`src/rtl/jtag_tap_sampled_if.sv`:
```
// Pad-side JTAG link plus debug-DR strobe bundle for jtag_tap_sampled.
// trst_pad_i exists only when JTAG_TAP_TRST_EN is defined.
interface jtag_tap_sampled_if #(
  parameter int IR_WIDTH = 4
);
  logic                tck_pad_i;
  logic                tms_pad_i;
  logic                tdi_pad_i;
  logic                tdo_pad_o;
`ifdef JTAG_TAP_TRST_EN
  logic                trst_pad_i;
`endif
  logic [IR_WIDTH-1:0] ir_o;
  logic                debug_select_o;
  logic                capture_dr_o;
  logic                shift_dr_o;
  logic                update_dr_o;
  logic                tdi_o;
  logic                debug_tdo_i;

`ifdef JTAG_TAP_TRST_EN
  modport slave (
    input  tck_pad_i, tms_pad_i, tdi_pad_i, trst_pad_i, debug_tdo_i,
    output tdo_pad_o, ir_o, debug_select_o, capture_dr_o, shift_dr_o,
           update_dr_o, tdi_o
  );
  modport master (
    output tck_pad_i, tms_pad_i, tdi_pad_i, trst_pad_i, debug_tdo_i,
    input  tdo_pad_o, ir_o, debug_select_o, capture_dr_o, shift_dr_o,
           update_dr_o, tdi_o
  );
`else
  modport slave (
    input  tck_pad_i, tms_pad_i, tdi_pad_i, debug_tdo_i,
    output tdo_pad_o, ir_o, debug_select_o, capture_dr_o, shift_dr_o,
           update_dr_o, tdi_o
  );
  modport master (
    output tck_pad_i, tms_pad_i, tdi_pad_i, debug_tdo_i,
    input  tdo_pad_o, ir_o, debug_select_o, capture_dr_o, shift_dr_o,
           update_dr_o, tdi_o
  );
`endif
endinterface

```
`src/rtl/jtag_tap_sampled.sv`:
```
// IEEE 1149.1 TAP with tck oversampled in the wb_clk_i domain (IDCODE, BYPASS, external debug DR).
// Optional JTAG_TAP_TRST_EN adds a synchronised active-low trst_pad_i.
module jtag_tap_sampled #(
  parameter int                  IR_WIDTH     = 4,
  parameter logic [31:0]         IDCODE_VALUE = 32'h14951185,
  parameter logic [IR_WIDTH-1:0] IDCODE_INSTR = 4'h2,
  parameter logic [IR_WIDTH-1:0] DEBUG_INSTR  = 4'h8,
  parameter int                  SYNC_STAGES  = 2
) (
  input  logic              wb_clk_i,
  input  logic              wb_rst_i,
  jtag_tap_sampled_if.slave jtag
);

  localparam logic [IR_WIDTH-1:0] IR_CAPTURE = {{(IR_WIDTH-1){1'b0}}, 1'b1};

  typedef enum logic [3:0] {
    TLR   = 4'd0,  RTI   = 4'd1,  SELDR = 4'd2,  CAPDR = 4'd3,
    SHDR  = 4'd4,  EX1DR = 4'd5,  PAUDR = 4'd6,  EX2DR = 4'd7,
    UPDDR = 4'd8,  SELIR = 4'd9,  CAPIR = 4'd10, SHIR  = 4'd11,
    EX1IR = 4'd12, PAUIR = 4'd13, EX2IR = 4'd14, UPDIR = 4'd15
  } tap_state_e;

  tap_state_e state_r;
  tap_state_e next_state_s;

  logic [SYNC_STAGES-1:0] tck_sync_r;
  logic [SYNC_STAGES-1:0] tms_sync_r;
  logic [SYNC_STAGES-1:0] tdi_sync_r;
  logic                   tck_prev_r;
  logic                   tck_s, tms_s, tdi_s;
  logic                   rise_s, fall_s;
  logic                   rst_s;

  logic [IR_WIDTH-1:0]    ir_shift_r;
  logic [IR_WIDTH-1:0]    ir_r;
  logic                   dsel_r;
  logic [31:0]            dr_r;
  logic                   bypass_r;
  logic                   sel_idcode_s;
  logic                   sel_bypass_s;
  logic                   capture_r, shift_r, update_r, tdi_o_r, tdo_r;

`ifdef JTAG_TAP_TRST_EN
  logic [SYNC_STAGES-1:0] trst_sync_r;

  // trst synchroniser; a low synced value acts as a soft reset that leaves tck sampling alone
  always_ff @(posedge wb_clk_i) begin
    if (wb_rst_i) begin
      trst_sync_r <= {SYNC_STAGES{1'b1}};
    end else begin
      trst_sync_r <= {trst_sync_r[SYNC_STAGES-2:0], jtag.trst_pad_i};
    end
  end

  assign rst_s = wb_rst_i | ~trst_sync_r[SYNC_STAGES-1];
`else
  assign rst_s = wb_rst_i;
`endif

  // tck synchroniser and edge history
  always_ff @(posedge wb_clk_i) begin
    if (wb_rst_i) begin
      tck_sync_r <= {SYNC_STAGES{1'b0}};
      tck_prev_r <= 1'b0;
    end else begin
      tck_sync_r <= {tck_sync_r[SYNC_STAGES-2:0], jtag.tck_pad_i};
      tck_prev_r <= tck_s;
    end
  end

  // tms/tdi synchronisers, same depth as tck so they line up with the detected edge
  always_ff @(posedge wb_clk_i) begin
    if (rst_s) begin
      tms_sync_r <= {SYNC_STAGES{1'b0}};
      tdi_sync_r <= {SYNC_STAGES{1'b0}};
    end else begin
      tms_sync_r <= {tms_sync_r[SYNC_STAGES-2:0], jtag.tms_pad_i};
      tdi_sync_r <= {tdi_sync_r[SYNC_STAGES-2:0], jtag.tdi_pad_i};
    end
  end

  assign tck_s  = tck_sync_r[SYNC_STAGES-1];
  assign tms_s  = tms_sync_r[SYNC_STAGES-1];
  assign tdi_s  = tdi_sync_r[SYNC_STAGES-1];
  assign rise_s = tck_s & ~tck_prev_r;
  assign fall_s = ~tck_s & tck_prev_r;

  assign sel_idcode_s = (ir_r == IDCODE_INSTR);
  assign sel_bypass_s = ~sel_idcode_s & ~dsel_r;

  // TAP state register, advanced once per detected tck rise
  always_ff @(posedge wb_clk_i) begin
    if (rst_s) begin
      state_r <= TLR;
    end else if (rise_s) begin
      state_r <= next_state_s;
    end else begin
      state_r <= state_r;
    end
  end

  // 1149.1 next-state function
  always_comb begin
    next_state_s = state_r;
    case (state_r)
      TLR:     next_state_s = tms_s ? TLR   : RTI;
      RTI:     next_state_s = tms_s ? SELDR : RTI;
      SELDR:   next_state_s = tms_s ? SELIR : CAPDR;
      CAPDR:   next_state_s = tms_s ? EX1DR : SHDR;
      SHDR:    next_state_s = tms_s ? EX1DR : SHDR;
      EX1DR:   next_state_s = tms_s ? UPDDR : PAUDR;
      PAUDR:   next_state_s = tms_s ? EX2DR : PAUDR;
      EX2DR:   next_state_s = tms_s ? UPDDR : SHDR;
      UPDDR:   next_state_s = tms_s ? SELDR : RTI;
      SELIR:   next_state_s = tms_s ? TLR   : CAPIR;
      CAPIR:   next_state_s = tms_s ? EX1IR : SHIR;
      SHIR:    next_state_s = tms_s ? EX1IR : SHIR;
      EX1IR:   next_state_s = tms_s ? UPDIR : PAUIR;
      PAUIR:   next_state_s = tms_s ? EX2IR : PAUIR;
      EX2IR:   next_state_s = tms_s ? UPDIR : SHIR;
      UPDIR:   next_state_s = tms_s ? SELDR : RTI;
      default: next_state_s = TLR;
    endcase
  end

  // Instruction shift register and the latched instruction
  always_ff @(posedge wb_clk_i) begin
    if (rst_s) begin
      ir_shift_r <= {IR_WIDTH{1'b0}};
      ir_r       <= IDCODE_INSTR;
      dsel_r     <= 1'b0;
    end else if (rise_s) begin
      case (state_r)
        CAPIR:   ir_shift_r <= IR_CAPTURE;
        SHIR:    ir_shift_r <= {tdi_s, ir_shift_r[IR_WIDTH-1:1]};
        default: ir_shift_r <= ir_shift_r;
      endcase
      if (next_state_s == UPDIR) begin
        ir_r   <= ir_shift_r;
        dsel_r <= (ir_shift_r == DEBUG_INSTR);
      end else if (next_state_s == TLR) begin
        ir_r   <= IDCODE_INSTR;
        dsel_r <= 1'b0;
      end else begin
        ir_r   <= ir_r;
        dsel_r <= dsel_r;
      end
    end else begin
      ir_shift_r <= ir_shift_r;
      ir_r       <= ir_r;
      dsel_r     <= dsel_r;
    end
  end

  // Internal data registers: capture on the rise leaving CapDR, shift on each ShDR rise
  always_ff @(posedge wb_clk_i) begin
    if (rst_s) begin
      dr_r     <= 32'h0000_0000;
      bypass_r <= 1'b0;
    end else if (rise_s && (state_r == CAPDR)) begin
      dr_r     <= sel_idcode_s ? IDCODE_VALUE : dr_r;
      bypass_r <= 1'b0;
    end else if (rise_s && (state_r == SHDR)) begin
      dr_r     <= sel_idcode_s ? {tdi_s, dr_r[31:1]} : dr_r;
      bypass_r <= sel_bypass_s ? tdi_s : bypass_r;
    end else begin
      dr_r     <= dr_r;
      bypass_r <= bypass_r;
    end
  end

  // Debug-DR strobes; mutually exclusive because they key off different states
  always_ff @(posedge wb_clk_i) begin
    if (rst_s) begin
      capture_r <= 1'b0;
      shift_r   <= 1'b0;
      update_r  <= 1'b0;
      tdi_o_r   <= 1'b0;
    end else begin
      capture_r <= rise_s & (next_state_s == CAPDR) & dsel_r;
      shift_r   <= rise_s & (state_r == SHDR) & dsel_r;
      update_r  <= rise_s & (next_state_s == UPDDR) & dsel_r;
      tdi_o_r   <= (rise_s && (state_r == SHDR)) ? tdi_s : tdi_o_r;
    end
  end

  // tdo changes only on tck fall, driven from the selected register's LSB
  always_ff @(posedge wb_clk_i) begin
    if (rst_s) begin
      tdo_r <= 1'b0;
    end else if (fall_s) begin
      case (state_r)
        SHIR:    tdo_r <= ir_shift_r[0];
        SHDR:    tdo_r <= sel_idcode_s ? dr_r[0] : (dsel_r ? jtag.debug_tdo_i : bypass_r);
        default: tdo_r <= 1'b0;
      endcase
    end else begin
      tdo_r <= tdo_r;
    end
  end

  assign jtag.tdo_pad_o      = tdo_r;
  assign jtag.ir_o           = ir_r;
  assign jtag.debug_select_o = dsel_r;
  assign jtag.capture_dr_o   = capture_r;
  assign jtag.shift_dr_o     = shift_r;
  assign jtag.update_dr_o    = update_r;
  assign jtag.tdi_o          = tdi_o_r;

endmodule

```
`src/flat_wrapper.sv`:
```
// flat-port wrapper written by rule: the top's interface ports become plain ports
module jtag_tap_sampled_flat 
#(
  parameter int                  IR_WIDTH     = 4,
  parameter logic [31:0]         IDCODE_VALUE = 32'h14951185,
  parameter logic [IR_WIDTH-1:0] IDCODE_INSTR = 4'h2,
  parameter logic [IR_WIDTH-1:0] DEBUG_INSTR  = 4'h8,
  parameter int                  SYNC_STAGES  = 2
)
  (wb_clk_i, wb_rst_i, jtag_tck_pad_i, jtag_tms_pad_i, jtag_tdi_pad_i, jtag_debug_tdo_i, jtag_tdo_pad_o, jtag_ir_o, jtag_debug_select_o, jtag_capture_dr_o, jtag_shift_dr_o, jtag_update_dr_o, jtag_tdi_o);
  jtag_tap_sampled_if #(.IR_WIDTH(IR_WIDTH)) jtag_i ();
  input  logic wb_clk_i;
  input  logic wb_rst_i;
  input wire logic [$bits(jtag_i.tck_pad_i)-1:0] jtag_tck_pad_i;
  input wire logic [$bits(jtag_i.tms_pad_i)-1:0] jtag_tms_pad_i;
  input wire logic [$bits(jtag_i.tdi_pad_i)-1:0] jtag_tdi_pad_i;
  input wire logic [$bits(jtag_i.debug_tdo_i)-1:0] jtag_debug_tdo_i;
  output wire logic [$bits(jtag_i.tdo_pad_o)-1:0] jtag_tdo_pad_o;
  output wire logic [$bits(jtag_i.ir_o)-1:0] jtag_ir_o;
  output wire logic [$bits(jtag_i.debug_select_o)-1:0] jtag_debug_select_o;
  output wire logic [$bits(jtag_i.capture_dr_o)-1:0] jtag_capture_dr_o;
  output wire logic [$bits(jtag_i.shift_dr_o)-1:0] jtag_shift_dr_o;
  output wire logic [$bits(jtag_i.update_dr_o)-1:0] jtag_update_dr_o;
  output wire logic [$bits(jtag_i.tdi_o)-1:0] jtag_tdi_o;
  assign jtag_i.tck_pad_i = jtag_tck_pad_i;
  assign jtag_i.tms_pad_i = jtag_tms_pad_i;
  assign jtag_i.tdi_pad_i = jtag_tdi_pad_i;
  assign jtag_i.debug_tdo_i = jtag_debug_tdo_i;
  assign jtag_tdo_pad_o = jtag_i.tdo_pad_o;
  assign jtag_ir_o = jtag_i.ir_o;
  assign jtag_debug_select_o = jtag_i.debug_select_o;
  assign jtag_capture_dr_o = jtag_i.capture_dr_o;
  assign jtag_shift_dr_o = jtag_i.shift_dr_o;
  assign jtag_update_dr_o = jtag_i.update_dr_o;
  assign jtag_tdi_o = jtag_i.tdi_o;
  jtag_tap_sampled #(.IR_WIDTH(IR_WIDTH), .IDCODE_VALUE(IDCODE_VALUE), .IDCODE_INSTR(IDCODE_INSTR), .DEBUG_INSTR(DEBUG_INSTR), .SYNC_STAGES(SYNC_STAGES)) u_core (.wb_clk_i(wb_clk_i), .wb_rst_i(wb_rst_i), .jtag(jtag_i));
endmodule
```
`config.mk`:
```
export PLATFORM = sky130hd
export DESIGN_NAME = jtag_tap_sampled_flat
export DESIGN_NICKNAME = d
export VERILOG_FILES = /design/src/rtl/jtag_tap_sampled_if.sv /design/src/rtl/jtag_tap_sampled.sv /design/src/flat_wrapper.sv
export SDC_FILE = /design/constraint.sdc
export NUM_CORES = 1
export LEC_CHECK = 0
export ABC_AREA = 1
export BUFFER_PORTS_ARGS = -buffer_cell sky130_fd_sc_hd__buf_2
export CORE_MARGIN = 3
export CORE_UTILIZATION = 44
export DETAILED_ROUTE_END_ITERATION = 8
export PLACE_DENSITY = 0.73
export SYNTH_ARGS = -nofsm -noshare
export SYNTH_HDL_FRONTEND = slang
export SYNTH_SLANG_ARGS = --single-unit
export TNS_END_PERCENT = 50
```
`constraint.sdc`:
```
create_clock -name wb_clk_i -period 4.4 [get_ports wb_clk_i]
set_input_delay 1.1 -clock wb_clk_i [delete_from_list [all_inputs] [get_ports wb_clk_i]]
set_output_delay 1.1 -clock wb_clk_i [all_outputs]
set_load 0.01 [all_outputs]
```
=== Yosys cells after proc, flatten, opt, wreduce, memory -nomap -nowiden ===
Index checks and enable logic that the tools add are counted.

* Mux-type cells: 25
* Reductions and logical operators: 15
* Bitwise operators: 13
* Equal/unequal tests: 20

{| class="wikitable"
|+ Operator list
! operator !! number
|-
| $mux W32 || 4
|-
| $pmux W4 S12 || 1
|-
| $eq A4 B4 Y1 const B || 11
|-
| $mux W4 || 6
|-
| $eq A4 B2 Y1 const B || 4
|-
| $eq A4 B3 Y1 const B || 4
|-
| $and A1 B1 Y1 || 9
|-
| $logic_not A4 Y1 || 2
|-
| $pmux W4 S2 || 1
|-
| $reduce_and A2 Y1 || 4
|-
| $mux W1 || 7
|-
| $mux W2 || 3
|-
| $mux W3 || 2
|-
| $reduce_bool A2 Y1 || 3
|-
| $reduce_or A2 Y1 || 3
|-
| $eq A4 B1 Y1 const B || 1
|-
| $not A1 Y1 || 4
|-
| $reduce_or A3 Y1 || 1
|-
| $logic_and A1 B1 Y1 || 2
|-
| $pmux W1 S2 || 1
|}

* Register bits: 58
* Bits of input ports: 6

=== Longest topological paths before layout ===
* Word-level depth: 6
* Gate-level depth with buffers: 14
* Mapped depth without buffers: 13

=== Worst setup path after synthesis ===
No wires, ideal clock.

* Path type: in2reg
* Start point: in wb_rst_i
* End point: reg u_core.dr_r[19]
* Path buffers: 2
* Path slack: 2.562 ns
* Cell stages on the path: 3
* Arrival: 1.711 ns
* Path through: clkbuf_1 > buf_1 > nor2_1

{| class="wikitable"
|+ RTL lines
! item !! RTL line !! source
|-
| start, declared || flat_wrapper.sv:13 || <nowiki>input logic wb_rst_i;</nowiki>
|-
| end signal, assigned || jtag_tap_sampled.sv:162 || <nowiki>dr_r <= sel_idcode_s ? IDCODE_VALUE : dr_r;</nowiki>
|-
| end signal, assigned || jtag_tap_sampled.sv:165 || <nowiki>dr_r <= sel_idcode_s ? {tdi_s, dr_r[31:1]} : dr_r;</nowiki>
|-
| end signal, assigned || jtag_tap_sampled.sv:168 || <nowiki>dr_r <= dr_r;</nowiki>
|-
| end, declared || jtag_tap_sampled.sv:38 || <nowiki>logic [31:0] dr_r;</nowiki>
|}

No word-level cell between the ends.

=== Worst setup path in the final report ===
* Start point: reg u_core.state_r[1]
* End point: reg u_core.dr_r[10]

* Longest elaborated chain between the ends: 4
* Elaborated cells on any way between the ends: 7
* Classes of those cells: 2 x eq/ne; 1 x mux; 4 x reduce/logical

{| class="wikitable"
|+ Ends and longest elaborated chain
! item !! RTL line !! source
|-
| start, declared || jtag_tap_sampled.sv:24 || <nowiki>tap_state_e state_r;</nowiki>
|-
| start signal, assigned || jtag_tap_sampled.sv:97 || <nowiki>state_r <= next_state_s;</nowiki>
|-
| start signal, assigned || jtag_tap_sampled.sv:99 || <nowiki>state_r <= state_r;</nowiki>
|-
| $eq A4 B3 Y1 or $eq A4 B2 Y1 (tied branches) || jtag_tap_sampled.sv:164, jtag_tap_sampled.sv:161 ||
|-
| $logic_and A1 B1 Y1, on equally long branches || jtag_tap_sampled.sv:164, jtag_tap_sampled.sv:161 ||
|-
| $reduce_bool A2 Y1 (no line) || n/a ||
|-
| $reduce_and A2 Y1 (no line) || n/a ||
|}

Parallel ways exist; a longest one is shown, timed or not.
A chain may end at the register's enable or synchronous reset.

==> run metrics <==
post-route minimum period 2.75 ns; Final Skew 0.0101 ns; Setup crit end kind register; CP most frequent cell nand2_1; Die Span Y 80.6 µm; Yosys cell types 30; Ports 16; Setup Buffers After CTS 0; area leader, netlist dfxtp_1; Max VDD drop 0.000309 V; Max-Cap Viols 0; Synth top area share 0.474; worst path required time 4.66 ns; initial antenna violation count 0; Crit Path Max Fanout 34; ys async rst share 0; core box area 5240 µm²; mean area per synthesized cell 7.48 µm²; post-CTS resize count 0; fin area 2770 µm²; H-tree levels 3; crit path DAT 3.01 ns; # diodes 0; CTS Hold Bufs 0; Bufs and invs on worst path 1; internal cell power 900 µW; area growth from synthesis to layout 13.2%; Worst Tran Pin Value 0.951 ns; CTS root buf clkbuf_8; routed len/inst 12.3 µm; Setup-failing EPs final 0; DRT Pass-1 Iters 4; Slew Viols, Final 0; share of layout cells above drive strength 1 0.146; clock sink count 58; DP Cell Count 397; slowest stage cell, crit path a21oi_2; GRT Util Overall 0.181; Fin. Hold Viols 0; Leak 1.24 nW; DP Wirelength 3.36 mm; starting density of the core 0.467; status finished, final reports clean; Worst slew margin 0.366; Die X 80.6 µm; Mapped Cells 327; Vias/cell 5.27; cell area after placement 2540 µm²; initial drt markers 100; clock-pin transition on the worst setup and hold timing paths 0.07 ns; I/O Buffers 15; PwrDens 416 nW/µm²; yosys warns 0; switching power 252 µW; Detail Route Antenna Nets 0; fin worst setup slack 1.65 ns; Clk Latency, worst-skew pair 0.33 ns; sequential power share 0.469; largest net degree at the start of global routing 40; routed vias 2178; Sw Share 0.219; critical path class register to register; Peak Freq 363 MHz; #FFs+latches synth 58; Die Area 6490 µm²; most frequent cells in the layout nor2_1, dfxtp_1, nand2_1; dpl ws 1.66 ns; row count 26; syn nets 333; Clock power frac 0.476; Cell Count, Final, Fillers Out 413; RSZ-0062 raised after global routing no; ranking of synthesized cells by area dfxtp_1, nor2_1, nand2_1, a22oi_1, inv_1; Logic pwr share 0.055; ys flop type dfxtp_1; worst-case clock buffer depth 2; crit share post-route 0.626; Final Wtd Congestion 1.00; worst min-delay path class register to register; Final #Nets 344; Post-synth EDFFs 0; post-layout util 0.529; CTS tree done; cell chain of the critical path nand2_1 -> inv_2 -> nand2_1 -> nand2_1 -> nand3_2 -> a21oi_2 -> a22oi_1 -> nor2_1; CP startpoint kind register; most common cell after layout, fill and taps aside nor2_1; Inserted Clock Buffers 9; Setup TNS 0 ns; CP peak stage delay 0.93 ns; grt ovf 0; vias in the first global route 2103; global-route wire length before repair 9.07 mm; Crit path max-delay family compound AO/OA/AOI/OAI gates; Seq/Total Area, Yosys 0.474; cell area after synthesis 2450 µm²; final wirelength 5.08 mm; Residual DRC 0
## worst register-to-register path, cell delays in order, from the launching register on
cell and delay [ns]:
dfxtp_1 0.51, nand2_1 0.13, inv_2 0.11, nand2_1 0.09, nand2_1 0.12, nand3_2 0.48
a21oi_2 0.93, a22oi_1 0.16, nor2_1 0.14
## synth_stat cells, drive strengths merged (6+ instances only)
master and count:
a21oi 15, nor2 73, nor3 12, clkbuf 9
o21ai 20, nand3 16, a22oi 21, buf 6
nand2 47, dfxtp 58, inv 32
## cells by family after synthesis
| family | Yosys count | synth area share |
|---|---|---|
| buffers and inverters | 48 | 0.0787 |
| flip-flops | 58 | 0.474 |
| AND/OR/NAND/NOR | 159 | 0.291 |
| AO/OA/AOI/OAI | 62 | 0.155 |
## final cells by class
type	count	area (µm²)
fill	501	2470
sequential	58	1160
multi-input combinational	221	1090
clock buffer	12	155
inverter	33	125
tap	70	87.6
timing repair buffer	15	75.1
clock inverter	4	73.8
## registers in the layout (all words and copies together), names as in the netlist, 2 cells and up
name,flops
u_core.dr_r,32
u_core.ir_shift_r,4
u_core.jtag.ir_o,4
u_core.state_r,4
u_core.tck_sync_r,2
u_core.tdi_sync_r,2
u_core.tms_sync_r,2
## power groups by stage
stage               clock network [mW]  registers (mW)  logic, mW
floorplan                            0           0.548     0.0516
global placement                     0           0.551     0.0625
detailed placement                   0           0.552     0.0628
CTS                              0.565           0.540     0.0632
global route                     0.588           0.541     0.0731
finish                           0.548           0.540     0.0634
## per-stage QoR
step                      hold WS (ns)  power [mW]
after floorplan                  0.388       0.600
after global placement           0.391       0.614
after detailed placement         0.395       0.614
after CTS                        0.409        1.17
after global routing             0.420        1.20
final                            0.405        1.15
## per-layer routing
metal | track usage | wire (µm)
met3 | 0.0695 | 248
met4 | 0.0794 | 140
met2 | 0.305 | 2370
met5 | 0 | 0
met1 | 0.202 | 2320
## path summary, 6_finish.rpt
kind                         from  cells after the start  slack (ns)                   end
max reg2reg     u_core.state_r[1]                      8        1.65       u_core.dr_r[10]
min          u_core.tck_sync_r[0]                      2        0.41  u_core.tck_sync_r[1]
min reg2reg  u_core.tck_sync_r[0]                      2        0.41  u_core.tck_sync_r[1]
max             u_core.state_r[1]                      8        1.65       u_core.dr_r[10]
Power figures use the tool's default switching activity.
